--- src/rtl/pattern_store.sv ---
// pattern_store: DEPTH x WIDTH pattern array with serial scan load, addressed field
// writes and a registered, pointer-streamed field read port.
module pattern_store #(
   parameter int DEPTH = 22,
   parameter int WIDTH = 8,
   parameter int PTR_W = 5
) (
   input  logic             clk,
   input  logic             rst_n,
   input  logic             ssel,
   input  logic             sin,
   output logic             sout,
   output logic             load_done,
   input  logic             wr_en,
   input  logic [PTR_W-1:0] wr_addr,
   input  logic [WIDTH-1:0] wr_data,
   output logic             wr_err,
   input  logic             rd_load,
   input  logic [PTR_W-1:0] rd_addr,
   input  logic             rd_inc,
   output logic [PTR_W-1:0] rd_ptr,
   output logic [WIDTH-1:0] field_byte
);
   localparam int N = DEPTH * WIDTH;
   localparam int CW = $clog2(N);
   localparam logic [PTR_W:0] DEP = (PTR_W + 1)'(DEPTH);
   localparam logic [PTR_W-1:0] LAST = PTR_W'(DEPTH - 1);
   localparam logic [CW-1:0] CNT_LAST = CW'(N - 1);
   // Field i occupies flat bits [i*WIDTH +: WIDTH]; the scan chain runs from bit 0 up to bit N-1.
   logic [N-1:0] pat_q, pat_d;
   logic [WIDTH-1:0] fld [DEPTH];
   logic [CW-1:0] cnt_q, cnt_d;
   logic [PTR_W-1:0] ptr_q, ptr_d;
   logic [WIDTH-1:0] field_q, field_d;
   logic done_q, done_d, err_q, err_d, wr_ok;
   always_comb begin
      wr_ok = wr_en && !ssel && ({1'b0, wr_addr} < DEP);
      pat_d = ssel ? {pat_q[N-2:0], sin} : pat_q;
      for (int i = 0; i < DEPTH; i++) begin
         fld[i] = pat_q[i*WIDTH +: WIDTH];
         if (wr_ok && wr_addr == PTR_W'(i)) pat_d[i*WIDTH +: WIDTH] = wr_data;
      end
      cnt_d = (ssel && cnt_q != CNT_LAST) ? cnt_q + 1'b1 : '0;
      done_d = ssel && cnt_q == CNT_LAST;
      err_d = wr_en && !wr_ok;
      ptr_d = rd_load ? (({1'b0, rd_addr} < DEP) ? rd_addr : '0)
            : rd_inc ? ((ptr_q == LAST) ? '0 : ptr_q + 1'b1)
            : ptr_q;
      field_d = ssel ? field_q : (wr_ok && wr_addr == ptr_q) ? wr_data : fld[ptr_q];
   end
   always_ff @(posedge clk) begin
      if (!rst_n) begin
         pat_q <= '0;
         cnt_q <= '0;
         ptr_q <= '0;
         field_q <= '0;
         done_q <= 1'b0;
         err_q <= 1'b0;
      end else begin
         pat_q <= pat_d;
         cnt_q <= cnt_d;
         ptr_q <= ptr_d;
         field_q <= field_d;
         done_q <= done_d;
         err_q <= err_d;
      end
   end
   assign sout = pat_q[N-1];
   assign load_done = done_q;
   assign wr_err = err_q;
   assign rd_ptr = ptr_q;
   assign field_byte = field_q;
endmodule

--- config.mk ---
export PLATFORM = sky130hd
export DESIGN_NAME = pattern_store
export DESIGN_NICKNAME = d
export VERILOG_FILES = /design/src/rtl/pattern_store.sv
export SDC_FILE = /design/constraint.sdc
export NUM_CORES = 1
export LEC_CHECK = 0
export CELL_PAD_IN_SITES_DETAIL_PLACEMENT = 1
export CELL_PAD_IN_SITES_GLOBAL_PLACEMENT = 1
export CORE_UTILIZATION = 50
export DETAILED_ROUTE_END_ITERATION = 12
export GPL_TIMING_DRIVEN = 0
export MAX_ROUTING_LAYER = met4
export PLACE_DENSITY_LB_ADDON = 0.1
export SLEW_MARGIN = 20
export SYNTH_ARGS = -nofsm -noshare
export SYNTH_HDL_FRONTEND = slang
export SYNTH_SLANG_ARGS = --single-unit
--- constraint.sdc ---
create_clock -name clk -period 3.8 [get_ports clk]
set_clock_uncertainty 0.1 [all_clocks]
set_input_delay 0.76 -clock clk [delete_from_list [all_inputs] [get_ports clk]]
set_output_delay 0.76 -clock clk [all_outputs]
set_load 0.03 [all_outputs]
======== After elaboration in Yosys (flattened, before gate mapping) ========
Index checks and enable logic that the tools add are counted.
operators by class
  reduce and logical (&&, ||, !) cells .... 55
  divide/modulo/power cells ............... 0
  equality and inequality tests ........... 25
  multiply operators ...................... 0
  multiplexer cells ....................... 31
  $lt $le $gt $ge ......................... 3
  $add $sub $neg .......................... 2
  shift operators ......................... 0
  bitwise gates (word level) .............. 1
operators by type and width
  operator                                                         count
  8-bit 2-to-1 mux                                                 25
  176-bit 2-to-1 mux                                               1
  2-bit nonzero test                                               23
  8-bit binary-select mux with 5-bit select                        1
  5-bit by 4-bit == test with 1-bit output, second input constant  8
  5-bit == test, second input constant                             7
  1-bit logical AND                                                28
  5-bit by 3-bit == test with 1-bit output, second input constant  4
  5-bit 2-to-1 mux                                                 4
  5-bit by 2-bit == test with 1-bit output, second input constant  2
  5-bit less-than comparator, second input constant                2
  8-bit by 1-bit adder with 8-bit output, second input constant    1
  8-bit == test, second input constant                             1
  8-bit != test, second input constant                             1
  6-bit >= comparator, second input constant                       1
  5-bit inverter with 6-bit output                                 1
  5-bit by 1-bit adder with 5-bit output, second input constant    1
  5-bit by 1-bit == test with 1-bit output, second input constant  1
  5-bit == test                                                    1
  5-bit zero test                                                  1
  1-bit zero test                                                  2
  2-bit AND reduction                                              1
storage, ports and cells
  bits in writable memories ............... 0
  flip-flop bits (word level) ............. 199
  bits in latches ......................... 0
  input bits .............................. 25
  output and inout bits ................... 16
  bits in read-only memories .............. 0
  memories ................................ 0
  word-level logic and storage cells ...... 144

======== Logic depth before layout (Yosys ltp) ========
  word-level depth ........................ 5
  depth in mapped cells ................... 9
  gate-level depth less buffers ........... 6

======== Least setup slack after synthesis ========
OpenSTA, ideal clock, no wires.
  path kind ............................... in2reg
  from .................................... input port ssel
  to ...................................... register pat_q[144]
  cell stages on the path ................. 7
  library setup time ...................... 132 ps
  arrival time ............................ 2,136 ps
  path slack .............................. 1,432 ps
  buffers on the path ..................... 2
  data required time ...................... 3,568 ps
  cell sequence ........................... buf_2 or4_1 buf_2 nor3b_4 nor2_2 nand2_1 a21oi_1
between the ends
  longest elaborated chain between the ends .. 5
  elaborated cells between the ends (all ways) .. 6
  those cells by class .................... 1 x mux; 5 x reduce/logical
RTL lines
  item                                                    RTL line  RTL
  start, declared                                         10        input logic ssel,
  1-bit zero test                                         37        wr_ok = wr_en && !ssel && ({1'b0, wr_addr} < DEP);
  1-bit logical AND (2 in series)                         37
  1-bit logical AND                                       41        if (wr_ok && wr_addr == PTR_W'(i)) pat_d[i*WIDTH +: WIDTH] = wr_data;
  8-bit 2-to-1 mux or 2-bit nonzero test (tied branches)  --
  end signal, assigned                                    60        pat_q <= pat_d;
  end, declared                                           30        logic [N-1:0] pat_q, pat_d;
Several ways; a longest one is shown, not always the timed one.
A chain may end at the register's enable or synchronous reset.

======== Worst setup path in the final report ========
  from .................................... input port wr_en
  to ...................................... register pat_q[19]
between the ends
  longest elaborated chain between the ends .. 4
  elaborated cells between the ends (all ways) .. 5
  those cells by class .................... 1 x mux; 4 x reduce/logical
RTL lines
  item                                                    RTL line  RTL
  start, declared                                         14        input logic wr_en,
  1-bit logical AND * (2 in series)                       37
  1-bit logical AND *                                     41
  8-bit 2-to-1 mux or 2-bit nonzero test (tied branches)  --
Mark *: on every way between the ends. The rest lies on a longest branch, timed or not.

==> impl_metrics.toml <==
[outcome]
status = "complete, no violations"

[critical_path]
critPathMaxStageDelay_ns = 0.60
worst_setup_path_end_kind = "register"
arrival_ns = 3.16
crit_slowest_cell = "nor3_2"
crit_type = "input port to register"
crit_required_ns = 4.03
crit_fanout = 9
path_cells = "clkdlybuf4s50_1 -> nor3b_2 -> nand3b_1 -> nor3_2 -> nor2_1 -> nand2_1 -> a21oi_1"
start_kind = "input port"

[die]
core_um2 = 18800
fp.dieW_um = 141
rows = 50
initial_utilization_pct = 51.2
io_pins = 41
dieHeight_um = 141
die_area_um2 = 19800

[sta]
drv_slew = 0
setup_viol = 0
timing_hold_violations_final = 0
rsz0062_at_grt = "false"
worstMarginPinSlew_ns = 0.870
maxSlewHeadroom_pct = 42.0
finalCritPeriodShare_pct = 77.2
setup_ws_ns = 0.868
tns_ns = 0
period_needed_ns = 2.93
max_freq_ghz = 0.341

[yosys]
syn_nets = 1167
syn_avg_cell_area_um2 = 8.44
synth_seq_cells = 199
synth_flop_cell = "dfxtp_1"
yosys.cell_types.count = 54
synth-seq-area-share_pct = 41.4
synthCells = 1139
netlist_area_um2 = 9620
synth_edf_count = 0
synth_warnings = 0
async_flop_share_pct = 0

[placement]
post-dp-hpwl_mm = 25.8
dpl_cell_area_um2 = 10300
port_buffers = 36
place_inst = 1409
gp_congestion = 0.976
place_ws_ns = 0.481

[pwr]
p_leak_nw = 3.25
clockPowerShare_pct = 41.7
net-switching-power_w = 0.00132
power.density_nw_per_um2 = 414
ir_worst_vdd_mv = 0.324
finalPower_w = 0.00449
pwr-share-seq_pct = 47.2
sw_frac_of_total_pct = 29.3
pwr-share-comb_pct = 11.1
internal_power_w = 0.00318

[routing]
first_iter_violations = 901
firstDrtPassIters = 5
drc_errors = 0
wirelength_mm = 36.3
wl_per_cell_um = 25.2
post_drt_via_cell_ratio = 6.76
ant_nets = 0
via_count = 9740

[clock_tree]
cts_root_buf = "clkbuf_16"
cts.path.max_buffers = 2
cts_buffers = 17
cts_tree = "built"
cts_setup_buffers = 0
post_cts_resize_count = 0
ctsHoldBuffers = 0
clk_pin_slew_ns = 0.08
clk_latency_ns = 0.46
cts_sinks = 199
cts.htree.levels = 4

[grt]
gr-total-overflow = 0
antenna_found_initial = 0
grt_pass1_vias = 9615
track_usage_pct = 38.2
grt_max_degree = 20
grt_first_pass_wirelength_mm = 55.8

[final_layout]
drive_above_1_share_pct = 7.95
syn2layout_area_growth_pct = 12.9
fin_nets = 1222
final_cells = 1441
final_cell_area_um2 = 10900
fill_cells = 2293
n_antenna_cell = 0

[worst_hold_path]
hp-class = "register to register"

[run]
max_cap_violations = 0
[power groups by stage]
stage | combinational (W) | sequential (W) | clock, W
2_1_floorplan | 0.000277 | 0.00218 | 0
4_1_cts | 0.000483 | 0.00212 | 0.00187
3_5_place_dp | 0.000479 | 0.00217 | 0
3_3_place_gp | 0.000473 | 0.00217 | 0
5_1_grt | 0.000517 | 0.00212 | 0.00195
6_report | 0.000498 | 0.00212 | 0.00187
[cell usage after synthesis, types with 4 or more instances]
| cell | instances | area share [%] |
|---|---|---|
| o22ai_1 | 12 | 0.78 |
| clkbuf_1 | 67 | 2.6 |
| buf_2 | 14 | 0.73 |
| xor2_1 | 7 | 0.64 |
| o2111ai_1 | 6 | 0.55 |
| a22oi_1 | 184 | 14 |
| buf_4 | 5 | 0.39 |
| mux4_2 | 16 | 3.7 |
| nand2_1 | 213 | 8.3 |
| and3_1 | 5 | 0.33 |
| xnor2_1 | 4 | 0.36 |
| a211oi_1 | 6 | 0.47 |
| o21ai_0 | 12 | 0.62 |
| mux2_2 | 4 | 0.47 |
| nand3_1 | 13 | 0.68 |
| nor3_1 | 9 | 0.47 |
| nor2_2 | 14 | 0.91 |
| nor2b_1 | 4 | 0.26 |
| a21oi_1 | 187 | 9.7 |
| nor2_1 | 52 | 2.0 |
| dfxtp_1 | 199 | 41 |
| mux2i_1 | 49 | 5.1 |
| nand2b_1 | 6 | 0.39 |
[cell families (layout without fill, tap and decap cells)]
| kind of cell | after synthesis | count (layout) | synth area share [%] |
|---|---|---|---|
| AO/OA/AOI/OAI | 427 | 427 | 28.2 |
| XOR/XNOR | 11 | 11 | 1.00 |
| adder cells (fa/ha/maj) | 3 | 3 | 0.390 |
| buffers and inverters | 93 | 161 | 4.01 |
| flip-flops | 199 | 199 | 41.4 |
| multiplexers | 69 | 69 | 9.32 |
| AND/OR/NAND/NOR | 337 | 337 | 15.6 |
[cell type report]
type,count,area [um^2],share of cell area [%]
timing repair buffer,36,360,3.32
inverter,5,18.8,0.173
buffer,88,367,3.38
tap,234,293,2.70
sequential,199,3980,36.7
clock buffer,17,425,3.92
multi-input combinational,847,5250,48.3
clock inverter,15,164,1.51
[worst paths after layout]
kind,startpoint,end,slack [ns],cells after the start
worst min register to register,cnt_q[0],cnt_q[0],0.37,1
worst max register to register,rd_ptr[1],field_byte[2],1.03,9
worst min-delay path,cnt_q[0],cnt_q[0],0.37,1
worst max-delay path,wr_en,pat_q[19],0.87,7
[layout by cell type (no fill, tap or decap), types with 3 or more instances in the layout]
cell,instances
nor2_1,52
nand3_1,13
nand2b_1,6
o22ai_1,12
a22oi_1,184
and4_1,3
nor3_1,9
xnor2_1,4
clkbuf_1,67
inv_1,3
buf_4,5
a21oi_1,187
dfxtp_1,199
o2111ai_1,6
nor3_4,3
inv_6,5
a211oi_1,6
buf_2,14
nor2b_1,4
nor2_2,14
a32oi_1,3
and3_1,5
nor3_2,3
mux2_2,4
mux4_2,16
ha_1,3
clkdlybuf4s50_1,36
mux2i_1,49
nand2_1,213
clkbuf_16,17
xor2_1,7
o21ai_0,12
[layer usage]
layer | share of wire (%) | up-vias | global-route usage (%)
met4 | 3.7 | 0 | 16.2
met5 | 0 | - | -
met1 | 42 | 4857 | 49.0
met2 | 47 | 466 | 60.5
li1 | - | 4309 | -
met3 | 7.2 | 108 | 5.37
[metrics by stage]
step	hold slack, ns	utilization [%]
2_1_floorplan	0.326	-
3_3_place_gp	0.343	54.7
3_5_place_dp	0.353	54.7
4_1_cts	0.371	57.9
5_1_grt	0.398	57.9
6_report	0.370	57.9
[critical path, delay by kind of cell]
family	cells	cell delay [ns]
buffers and inverters	1	0.56
AND/OR/NAND/NOR	5	1.76
AO/OA/AOI/OAI	1	0.08
[sequential cells by signal, summed over array words and instances, names as in the netlist]
| signal | cells |
|---|---|
| cnt_q | 8 |
| field_byte | 8 |
| load_done | 1 |
| pat_q | 176 |
| rd_ptr | 5 |
| wr_err | 1 |
Power figures use the tool's default switching activity.
==> patch (config.mk and constraints unchanged) <==
The parameter `WIDTH` goes from 8 to 4.
--- a/src/rtl/pattern_store.sv
+++ b/src/rtl/pattern_store.sv
@@ -2,7 +2,7 @@
 // writes and a registered, pointer-streamed field read port.
 module pattern_store #(
    parameter int DEPTH = 22,
-   parameter int WIDTH = 8,
+   parameter int WIDTH = 4,
    parameter int PTR_W = 5
 ) (
    input  logic             clk,
Interface: changed (resized field_byte and wr_data); port bits go from 41 to 33. No check against the original RTL was run, so the function may have changed too.
==> patch against the unedited design <==
  * Area after synthesis is 40% lower
  * Total power is 47% lower
  * Wire length is 45% lower
  * Cell count is 42% lower
  * Cell area is 40% lower
  * Hold slack worse by 0.023 ns
  * Worst setup slack better by 0.33 ns
  * Global-route usage is 2.0 points lower
  * Clock power is 52% lower
  * Sequential cell count is 93 lower
  * Non-clock buffer count is 47 lower
  * Largest power group unchanged
  * Highest routed layer unchanged
==> patch: results (changes against the unedited design) <==
Layout cells sized above 1 = 0.107 (was 0.0795)
Post-synthesis adder-cell area fraction = 0.00647 (was 0.00390)
Sequential Power = 1.14 mW (was 2.12 mW)
Final non-filler cell total = 833 (was 1,441)
Seq/Total Area, Yosys = 0.366 (was 0.414)
Mux contribution to synthesized area = 0.0755 (was 0.0932)
Crit path max fanout = 8 (was 9)
Hold_ws = 0.347 ns (was 0.370 ns)
TritonCTS buffer count = 9 (was 17)
Leak pwr = 2.07 nW (was 3.25 nW)
Port-buffer cells = 28 (was 36)
First-pass GRT wire length = 30,900 um (was 55,800 um)
Synth unique cells = 61 (was 54)
Status = completed (unchanged)
Resize count post-CTS = 0 (unchanged)
Reg2reg end = field_byte[0] (was field_byte[2])
Postcts setup bufs = 0 (unchanged)
Post-Syn Nets = 674 (was 1,167)
Worst hold stages = 1 (unchanged)
Share of the synthesized netlist area taken by xor and xnor gates = 0.0149 (was 0.0100)
Total track usage = 0.362 (was 0.382)
Sw frac = 0.278 (was 0.293)
Slew HR = 0.497 (was 0.420)
Drt wl/cell = 23.9 um (was 25.2 um)
Via Count = 5,497 (was 9,740)
Synth top area cells = dfxtp_1, a22oi_1, nand2_1, a21oi_1, a21boi_0 (was dfxtp_1, a22oi_1, a21oi_1, nand2_1, mux2i_1)
Nets = 713 (was 1,222)
Final setup vio count = 0 (unchanged)
R2R setup slack = 1.46 ns (was 1.03 ns)
Skew-Pair Late Insertion Delay = 0.36 ns (was 0.46 ns)
R2R depth = 7 (was 9)
Clock power share = 0.380 (was 0.417)
Most instantiated cells after synthesis = dfxtp_1, nand2_1, a22oi_1 (was nand2_1, dfxtp_1, a21oi_1)
1st-iter DRT viols = 512 (was 901)
Synthesized area per cell = 8.93 um2 (was 8.44 um2)
Inst Count DP = 818 (was 1,409)
Max FFs per register = 88 (was 176)
Diode count = 0 (unchanged)
Reg-to-Reg Start = rd_ptr[0] (was rd_ptr[1])
Vias in the first global route = 5,573 (was 9,615)
Clock-pin transition on the worst setup and hold timing paths = 0.07 ns
Bufs on Longest Clock Path = 2 (unchanged)
DPL Wire Length = 14,400 um (was 25,800 um)
Synth Area in Compound Gates = 0.264 (was 0.282)
Final GP Congestion = 0.920 (was 0.976)
CP arrival = 2.72 ns (was 3.16 ns)
Largest net degree at the start of global routing = 16 (was 20)
HP Start = cnt_q[0] (unchanged)
Number of fillers in the final layout = 1,283 (was 2,293)
Initial antenna violation count = 0 (unchanged)
Peak supply drop = 398 uV (was 324 uV)
Reg with most FFs = pat_q (unchanged)
H-tree levels = 3 (was 4)
Pre-Repair DR Iteration Count = 5 (unchanged)
==> patch: changes by cell type after synthesis, moves of 27 or more <==
cell | unedited run | this run
clkbuf_1 | 67 | 32
a21boi_0 | 1 | 31
nand2_1 | 213 | 104
dfxtp_1 | 199 | 106
mux2i_1 | 49 | 22
a22oi_1 | 184 | 84
a21oi_1 | 187 | 47
==> patch: layout make-up <==
cell class	count	area share
Buffer	49	0.0443
Clock buffer	13	0.0398
Clock inverter	2	0.00192
Inverter	3	0.00172
Multi-Input combinational cell	492	0.518
Sequential cell	106	0.325
Tap cell	140	0.0268
Timing Repair Buffer	28	0.0429
==> patch: how the worst max path moves through the flow <==
stage	from	slack (ns)	to
after global placement	wr_addr[3]	0.97	pat_q[71]
after detailed placement	wr_addr[4]	0.90	pat_q[82]
after global routing	wr_addr[4]	1.12	pat_q[82]
after floorplan	ssel	1.68	field_byte[1]
after CTS	rd_ptr[4]	1.25	rd_ptr[4]
final	wr_addr[4]	1.20	pat_q[60]
==> patch: worst max-delay path: stages <==
cell	delay, ns
clkdlybuf4s50_1	0.55
nand3b_2	0.53
nor3_2	0.46
nor2_1	0.15
nand2_1	0.14
a21boi_0	0.12
==> patch: metal layers <==
metal | global-route usage | share of wire
met5 | - | 0
met4 | 0.137 | 0.030
met3 | 0.0723 | 0.071
met2 | 0.585 | 0.48
met1 | 0.445 | 0.42
==> patch: stage by stage <==
stage	power [mW]	area (um2)	setup slack, ns
after global routing	2.43	6530	1.12
after CTS	2.37	6530	1.25
final	2.37	6530	1.20
after global placement	1.48	6260	0.972
after floorplan	1.36	5800	1.68
after detailed placement	1.48	6260	0.899
